===== config.mk =====
export PLATFORM = sky130hd
export DESIGN_NAME = serial_add_sub
export DESIGN_NICKNAME = d
export VERILOG_FILES = /design/src/rtl/serial_add_sub.sv
export SDC_FILE = /design/constraint.sdc
export NUM_CORES = 1
export LEC_CHECK = 0
export ABC_AREA = 1
export BUFFER_PORTS_ARGS = -buffer_cell sky130_fd_sc_hd__buf_2
export CAP_MARGIN = 20
export CELL_PAD_IN_SITES_DETAIL_PLACEMENT = 0
export CELL_PAD_IN_SITES_GLOBAL_PLACEMENT = 1
export CORE_MARGIN = 2
export CORE_UTILIZATION = 40
export DETAILED_ROUTE_END_ITERATION = 8
export PLACE_DENSITY_LB_ADDON = 0.15
export SETUP_SLACK_MARGIN = 0.3
export SYNTH_ARGS = -nofsm -noshare
export SYNTH_HDL_FRONTEND = slang
export SYNTH_SLANG_ARGS = --single-unit
export TNS_END_PERCENT = 1

===== constraint.sdc =====
create_clock -name clk -period 1.8 [get_ports clk]
set_clock_uncertainty 0.1 [all_clocks]
set_input_delay 0.54 -clock clk [delete_from_list [all_inputs] [get_ports clk]]
set_output_delay 0.54 -clock clk [all_outputs]
set_load 0.01 [all_outputs]

===== src/rtl/serial_add_sub.sv =====
// serial_add_sub: multi-cycle add/subtract, DIGIT bits per clock via a registered carry.
// Ports: clk, rst, start/sub/a/b/cin in; busy, done pulse, sum/cout/ovf registered out.
module serial_add_sub #(
  parameter int WIDTH = 8,
  parameter int DIGIT = 1
) (
  input  logic             clk,
  input  logic             rst,
  input  logic             start,
  input  logic             sub,
  input  logic [WIDTH-1:0] a,
  input  logic [WIDTH-1:0] b,
  input  logic             cin,
  output logic             busy,
  output logic             done,
  output logic [WIDTH-1:0] sum,
  output logic             cout,
  output logic             ovf
);

  localparam int N  = (DIGIT > 0) ? WIDTH / DIGIT : 1;
  localparam int CW = $clog2(N) + 1;
  localparam logic [CW-1:0] LAST = CW'(N - 1);

  if (WIDTH < 2 || DIGIT < 1 || DIGIT > WIDTH ||
      (WIDTH % DIGIT) != 0) begin : g_bad_param
    $error("serial_add_sub: DIGIT must divide WIDTH, WIDTH >= 2");
  end

  typedef enum logic [1:0] {
    S_IDLE,
    S_RUN,
    S_DONE
  } state_e;

  state_e           state_q, state_d;
  logic [WIDTH-1:0] a_q, a_d;
  logic [WIDTH-1:0] b_q, b_d;
  logic [WIDTH-1:0] res_q, res_d;
  logic             carry_q, carry_d;
  logic [CW-1:0]    cnt_q, cnt_d;
  logic [WIDTH-1:0] sum_q, sum_d;
  logic             cout_q, cout_d;
  logic             ovf_q, ovf_d;

  logic [DIGIT-1:0] dig_sum;
  logic             dig_c;
  logic             dig_c_msb;
  logic [WIDTH-1:0] res_ins;
  logic [WIDTH-1:0] res_shift;

  // Ripple through the current digit; dig_c_msb is the carry into
  // the digit's top bit, which on the last digit is bit WIDTH-1.
  always_comb begin
    dig_c     = carry_q;
    dig_c_msb = carry_q;
    dig_sum   = '0;
    for (int i = 0; i < DIGIT; i++) begin
      dig_c_msb  = dig_c;
      dig_sum[i] = a_q[i] ^ b_q[i] ^ dig_c;
      dig_c      = (a_q[i] & b_q[i]) | (dig_c & (a_q[i] ^ b_q[i]));
    end
    res_ins                   = '0;
    res_ins[WIDTH-1 -: DIGIT] = dig_sum;
    res_shift                 = (res_q >> DIGIT) | res_ins;
  end

  always_comb begin
    state_d = state_q;
    a_d     = a_q;
    b_d     = b_q;
    res_d   = res_q;
    carry_d = carry_q;
    cnt_d   = cnt_q;
    sum_d   = sum_q;
    cout_d  = cout_q;
    ovf_d   = ovf_q;
    unique case (state_q)
      S_IDLE: begin
        if (start) begin
          a_d     = a;
          b_d     = b ^ {WIDTH{sub}};
          carry_d = cin ^ sub;
          cnt_d   = '0;
          state_d = S_RUN;
        end
      end
      S_RUN: begin
        a_d     = a_q >> DIGIT;
        b_d     = b_q >> DIGIT;
        res_d   = res_shift;
        carry_d = dig_c;
        cnt_d   = cnt_q + 1'b1;
        if (cnt_q == LAST) begin
          sum_d   = res_shift;
          cout_d  = dig_c;
          ovf_d   = dig_c_msb ^ dig_c;
          state_d = S_DONE;
        end
      end
      S_DONE: begin
        state_d = S_IDLE;
      end
      default: begin
        state_d = S_IDLE;
      end
    endcase
  end

  always_ff @(posedge clk or posedge rst) begin
    if (rst) begin
      state_q <= S_IDLE;
      a_q     <= '0;
      b_q     <= '0;
      res_q   <= '0;
      carry_q <= 1'b0;
      cnt_q   <= '0;
      sum_q   <= '0;
      cout_q  <= 1'b0;
      ovf_q   <= 1'b0;
    end else begin
      state_q <= state_d;
      a_q     <= a_d;
      b_q     <= b_d;
      res_q   <= res_d;
      carry_q <= carry_d;
      cnt_q   <= cnt_d;
      sum_q   <= sum_d;
      cout_q  <= cout_d;
      ovf_q   <= ovf_d;
    end
  end

  assign busy = (state_q != S_IDLE);
  assign done = (state_q == S_DONE);
  assign sum  = sum_q;
  assign cout = cout_q;
  assign ovf  = ovf_q;

endmodule


## Yosys cells after proc, flatten, opt, wreduce, memory -nomap -nowiden

Cells that the tools add are included.

- Output and inout bits: 12
- Bits of input ports: 21
- Bits in registers: 41
- Word-level logic and storage cells: 41

- Equal/unequal tests: 5
- Bitwise logic cells: 9
- Add/sub/neg operators: 1
- Muxes and demuxes: 11
- Reduce and logical (&&, ||, !) cells: 6

Operators with widths:

| kind | count |
|---|---|
| one-hot mux 8 bit (2 select lines) | 2 |
| 2-to-1 mux 8 bit | 2 |
| OR 7 x 8 -> 8 bit | 1 |
| one-hot mux 4 bit (2 select lines) | 1 |
| XOR 8 bit | 1 |
| AND reduction 2 bit | 3 |
| adder 4 x 1 -> 4 bit (second input constant) | 1 |
| equality test 4 x 3 -> 1 bit (second input constant) | 1 |
| 2-to-1 mux 2 bit | 2 |
| 2-to-1 mux 4 bit | 1 |
| != test 2 bit (second input constant) | 2 |
| one-hot mux 2 bit (2 select lines) | 1 |
| nonzero test 2 bit | 2 |
| XOR 1 bit | 4 |
| AND 1 bit | 2 |
| equality test 2 x 1 -> 1 bit (second input constant) | 1 |
| equality test 2 bit (second input constant) | 1 |
| logical NOT 2 bit | 1 |
| one-hot mux 1 bit (2 select lines) | 1 |
| 2-to-1 mux 1 bit | 1 |
| OR 1 bit | 1 |

## Logic depth before layout (Yosys ltp)

Gate-level depths: netlist of the first run.

- Depth after elaboration: 4
- Gate-level depth with buffers: 6
- Depth with buffers taken out: 6

## Worst setup path before layout of the first run

Ideal clock, no wire load.

- Path kind: register to output
- Start point: reg state_q[1]
- End point: out busy
- Data required time: 1.160 ns
- Buffers on the path: 0
- Arrival time: 0.785 ns
- Setup slack: 0.375 ns
- Cell stages (with the launch flop): 3
- Cell sequence: dfrtp_1 > nor2_2 > inv_1

- Cells in the longest elaborated chain, start to end: 1

Ends and longest elaborated chain:

| element | line | source |
|---|---|---|
| from (decl) | 36 | `state_e state_q, state_d;` |
| from (signal assigned) | 122 | `state_q <= state_d;` |
| nonzero test 2 bit | 134 | `assign busy = (state_q != S_IDLE);` |
| to (decl) | 14 | `output logic busy,` |

No other way between the ends.

## Final worst setup path of the first run

Same ends and word-level chain as after synthesis.

==> results of run 1 <==
-- cell families after synthesis --
kind of cell | Yosys count | synth area share [%]
buffers and inverters | 26 | 6.16
AND/OR/NAND/NOR | 159 | 36.0
adder cells (fa/ha/maj) | 2 | 1.74
AO/OA/AOI/OAI | 6 | 1.61
flip-flops | 40 | 53.6
XOR/XNOR | 2 | 0.938
-- state kept, by name, indices dropped and copies added, names as in the netlist --
| name | cells |
|---|---|
| a_q | 8 |
| b_q | 8 |
| sum | 8 |
| res_q | 7 |
| cnt_q | 4 |
| state_q | 2 |
| carry_q | 1 |
| cout | 1 |
| ovf | 1 |
-- what timing repair did --
action | 4_1_cts | 5_1_grt
resized for setup | 0 | 1
endpoints found under the hold margin | 0 | 0
setup buffers | 2 | 0
setup endpoints to repair | 2 | 9
-- per-stage QoR --
| stage | setup slack (ns) | power, mW |
|---|---|---|
| 2_1_floorplan | 0.375 | 2.37 |
| 3_3_place_gp | 0.397 | 2.77 |
| 3_5_place_dp | 0.377 | 2.79 |
| 4_1_cts | 0.151 | 3.58 |
| 5_1_grt | 0.120 | 3.86 |
| 6_report | 0.152 | 3.54 |
-- layer usage --
layer | vias up | wire (um)
li1 | 821 | -
met1 | 727 | 1860
met2 | 22 | 1810
met3 | 2 | 106
met4 | 0 | 27
met5 | - | 0
-- worst min-delay path by stage --
stage                        end  startpoint  slack [ns]
after floorplan           sum[6]    res_q[7]        0.34
final                     a_q[5]         rst        0.18
after global placement    sum[4]      sum[4]        0.36
after CTS                 sum[6]         rst        0.18
after detailed placement  sum[0]      sum[0]        0.36
after global routing      sum[6]         rst        0.19
-- critical path: cells and delay by family, from the launching register on --
kind | cells | cell delay, ns
buf+inv | 2 | 0.17
flops | 1 | 0.42
simple gates | 1 | 0.13
-- placed cells by master (no fill, tap or decap), drive strengths merged --
cell        n
xnor2       1
clkinvlp    2
ha          1
nand3      46
xor2        1
nand2     106
fa          1
nand4       1
nor2        6
clkbuf      5
dfrtp      40
inv        16
o21ai       6
buf        42
bufinv      1
-- power groups by stage --
stage | clock network [mW] | logic, mW | registers (mW)
2_1_floorplan | 0 | 0.826 | 1.55
3_3_place_gp | 0 | 1.23 | 1.55
3_5_place_dp | 0 | 1.25 | 1.54
4_1_cts | 0.774 | 1.28 | 1.53
5_1_grt | 0.815 | 1.46 | 1.59
6_report | 0.754 | 1.26 | 1.53
-- layout make-up --
type	count	area [um2]	share of cell area, %
Clock buffer	5	68.8	3.07
Tap cell	52	65.1	2.90
Multi-Input combinational cell	169	752	33.5
Sequential cell	40	1000	44.6
Timing Repair Buffer	42	248	11.0
Inverter	16	63.8	2.84
Clock inverter	3	46.3	2.06
==> results.yml, run 1 <==
outcome:
  outcome: "completed"
die:
  dieHeight_um: 72.3
  dieWidth_um: 72.3
  start_util_pct: 42.3
  coreArea_mm2: 0.00441
  dieArea_mm2: 0.00523
  io_pins: 33
  rows: 24
logic_synthesis:
  yosysMostFrequentCell: "nand2_1"
  yosys_register_bits: 40
  syn-cell-area_mm2: 0.00187
  ys_types: 17
  async_flop_share_pct: 100
  ys_top_cells_by_count: "nand2_1, nand3_1, dfrtp_1"
  yosysWarningCount: 0
  ys_top_cells_by_area: "dfrtp_1, nand2_1, nand3_1"
  synth_nets: 258
  synth-edff-count: 0
  synthCells: 235
  synth_top_cell_by_area: "dfrtp_1"
  synth_top_area_share_pct: 53.6
  synth_flop_cell: "dfrtp_1"
  synth.avg_cell_area_um2: 7.95
  seq_area_frac_synth_pct: 53.6
hold_path:
  hold_path.class: "in2async"
clock_tree:
  insertion_delay_ns: 0.29
  cts_tree: "built"
  root_buffer: "clkbuf_8"
  clk_pin_slew_ns: 0.08
  cts_max_level: 2
  clock_path_buffers: 2
  clock_sinks: 40
  hold_buffers: 0
  cts_buffers: 5
finish:
  final_util_pct: 50.9
  diodes: 0
  fillCellCount: 449
  fin_nets: 297
  final_area_mm2: 0.00224
  area_delta_synth_final_pct: 20.2
  final_cells: 327
  drive_gt1_share_pct: 21.1
power_and_ir_drop:
  irDropWorstVdd_mv: 0.562
  clkPwrFrac_pct: 21.3
  pwr-share-comb_pct: 35.5
  p_sw_share_pct: 37.7
  intPower_mw: 2.21
  p_seq_share_pct: 43.2
  power.switching_mw: 1.33
  p_leak_nw: 1.24
  p_per_area_mw_per_mm2: 1580
sta:
  slew_violations: 0
  finalCritPeriodShare_pct: 91.6
  finalHoldViolCount: 0
  fmax_ghz: 0.607
  slew_headroom_pct: 82.3
  whs_ns: 0.177
  finalSetupViolCount: 0
  post-route-min-period_ns: 1.65
  rsz0062_at_grt: "yes"
  worstMarginPinSlew_ns: 0.265
  finalSetupTns_ns: 0
setup_path:
  required_ns: 1.16
  crit_end: "busy"
  worstSetupEndpointType: "output port"
  arrival_ns: 1.01
  slowest_stage: "dfrtp_1"
  path_max_fanout: 3
  worst_path_largest_cell_delay_ns: 0.42
  timing.rr.start: "state_q[1]"
  r2r_slack_ns: 0.37
  worst_setup_path_start_kind: "register"
  regToRegEndpoint: "cnt_q[2]"
  cp-startpoint: "state_q[1]"
  cp_cell_sequence: "nor2_2 -> inv_1 -> buf_2"
  reg2reg_depth: 5
  worstSetupPathType: "reg2out"
global_routing:
  grt_use_met1_pct: 21.3
  antenna_found_initial: 0
  grt.met3_usage_pct: 3.33
  globalRoute.busiestLayer: "met2"
  grt_first_pass_wirelength_um: 7110
  gr-total-overflow: 0
  gr-usage-met2_pct: 30.0
  grt_max_degree: 41
  grt_pass1_vias: 1625
  track_usage_pct: 17.1
route:
  drc: 0
  vias_per_cell: 4.81
  via_count: 1572
  antenna_left: 0
  drt_iter0_markers: 47
  drt_pass1_iterations: 4
  wl_per_cell_um: 11.6
  finalWirelength_um: 3810
placed_design:
  port_buffers: 32
  placed_area_mm2: 0.00211
  dp.cells: 317
  place_hpwl_um: 2630
  gp_congestion: 0.780
run:
  max_cap_viol_count: 0
No activity file was read; power rests on OpenSTA's default activity.
==> inputs of run 2 (changes only) <==
--- a/config.mk
+++ b/config.mk
@@ -15,2 +15,3 @@
 export DETAILED_ROUTE_END_ITERATION = 8
+export GPL_TIMING_DRIVEN = 0
 export PLACE_DENSITY_LB_ADDON = 0.15
==> constraint.sdc (replaced) <==
create_clock -name clk -period 1.8 [get_ports clk]
set_clock_uncertainty 0.1 [all_clocks]
set_input_delay 0.09 -clock clk [delete_from_list [all_inputs] [get_ports clk]]
set_output_delay 0.09 -clock clk [all_outputs]
set_load 0.01 [all_outputs]
==> results.yml, run 2 (same netlist as run 1, synthesis figures left out) <==
clock_tree:
  clock_path_buffers: 2
  insertion_delay_ns: 0.29
  cts_tree: "built"
  clock_sinks: 40
  root_buffer: "clkbuf_8"
  cts_buffers: 5
  cts_max_level: 2
  clk_pin_slew_ns: 0.08
setup_path:
  arrival_ns: 1.47
  worst_path_largest_cell_delay_ns: 0.42
  path_common_cell: "nand2_1"
  r2r_slack_ns: 0.41
  reg2reg_depth: 6
  path_max_fanout: 5
  slowest_stage: "dfrtp_1"
  timing.rr.start: "cnt_q[0]"
  cp-startpoint: "cnt_q[0]"
  worstSetupEndpointType: "register"
  crit_end: "ovf"
  worst_setup_path_start_kind: "register"
  worstSetupPathType: "reg2reg"
  required_ns: 1.88
  regToRegEndpoint: "ovf"
  cp_cell_sequence: "ha_1 -> nand2_1 -> nor2_4 -> nand2_2 -> nand2_1 -> nand2_1"
power_and_ir_drop:
  intPower_mw: 2.25
  irDropWorstVdd_mv: 0.633
  p_sw_share_pct: 37.1
  power.total_mw: 3.58
  p_per_area_mw_per_mm2: 1540
  p_leak_nw: 1.28
  clkPwrFrac_pct: 22.5
  p_seq_share_pct: 42.9
  power.switching_mw: 1.33
  pwr-share-comb_pct: 34.7
route:
  wl_per_cell_um: 12.0
  drc: 0
  drt_iter0_markers: 82
  via_count: 1600
  drt_pass1_iterations: 4
  vias_per_cell: 4.78
  finalWirelength_um: 4010
  antenna_left: 0
finish:
  final_area_mm2: 0.00232
  layout_commonest_cell: "nand2_1"
  layout.cells.most_common_list: "nand2_1, nand3_1, dfrtp_1, buf_2, inv_1"
  fin_nets: 305
  diodes: 0
  area_delta_synth_final_pct: 24.1
  drive_gt1_share_pct: 20.1
die:
  io_pins: 33
  start_util_pct: 42.3
  dieWidth_um: 72.3
  dieArea_mm2: 0.00523
  dieHeight_um: 72.3
  rows: 24
  coreArea_mm2: 0.00441
outcome:
  outcome: "completed"
sta:
  slew_violations: 0
  finalSetupViolCount: 0
  slew_headroom_pct: 44.3
  finalHoldViolCount: 0
  worstMarginPinSlew_ns: 0.834
  finalSetupTns_ns: 0
  fmax_ghz: 0.718
  post-route-min-period_ns: 1.39
  rsz0062_at_grt: "yes"
  finalCritPeriodShare_pct: 77.4
placed_design:
  place_hpwl_um: 2660
  port_buffers: 30
  gp_congestion: 0.733
  placed_area_mm2: 0.00208
hold_path:
  hold_path.startpoint: "b[7]"
  hold_path.class: "in2reg"
global_routing:
  grt_first_pass_wirelength_um: 6690
  grt_max_degree: 41
  grt_pass1_vias: 1466
  antenna_found_initial: 0
  track_usage_pct: 16.6
  gr-total-overflow: 0
run:
  max_cap_viol_count: 0
-- run 2: layout make-up --
class                      instances  area, um2
inverter                          16       60.1
tap                               52       65.1
clock buffer                       7       96.3
clock inverter                     1       30.0
timing repair buffer              39        240
buffer                            10       55.1
multi-input combinational        170        771
sequential                        40       1000
fill                             460       2100
-- run 2: what timing repair did --
item / in CTS / in global routing
setup buffers: 0 / 0
hold endpoints to repair: 48 / 0
endpoints found under the setup margin: 0 / 11
resized for setup: 0 / 4
hold buffers: 9 / 0
-- run 2: worst max-delay path: cells and delay by family, from the launching register on --
kind	cells	cell delay, ns
adders and majority gates	1	0.22
DFF	1	0.42
and+or+nand+nor	5	0.55
-- run 2: worst min path at each step --
stage               slack, ns  endpoint  cells past startpoint
floorplan                 0.1    a_q[7]                      2
detailed placement       0.20    a_q[7]                      3
global placement         0.20    a_q[7]                      3
global route             0.01    b_q[7]                      3
finish                  0.002    b_q[7]                      3
CTS                      0.01    b_q[3]                      5
-- run 2: per-layer routing --
metal  wire length, um  track usage [%]  vias up  share of wire (%)
met5                 0                0        -                  0
met4                42             5.03        0                1.0
met3               118             3.75        4                2.9
met2              1850             26.4       29                 46
met1              2000             22.5      731                 50
li1                  -                -      836                  -
-- run 2: metrics by stage --
stage / worst slack, ns / hold WS [ns] / std cells / util (%)
4_1_cts: 0.329 / 0.0111 / 334 / 52.1
6_report: 0.408 / 0.00161 / 335 / 52.5
3_3_place_gp: 0.0971 / 0.197 / 317 / 47.2
3_5_place_dp: 0.364 / 0.199 / 317 / 47.2
2_1_floorplan: 0.479 / 0.0996 / 235 / -
5_1_grt: 0.291 / 0.0111 / 335 / 52.5
-- run 2: power by group through the flow --
stage	sequential [mW]	combinational (mW)	clock (mW)
after floorplan	1.55	0.825	0
after global placement	1.54	1.20	0
after detailed placement	1.54	1.22	0
after CTS	1.52	1.24	0.811
after global routing	1.59	1.43	0.847
final	1.53	1.24	0.804
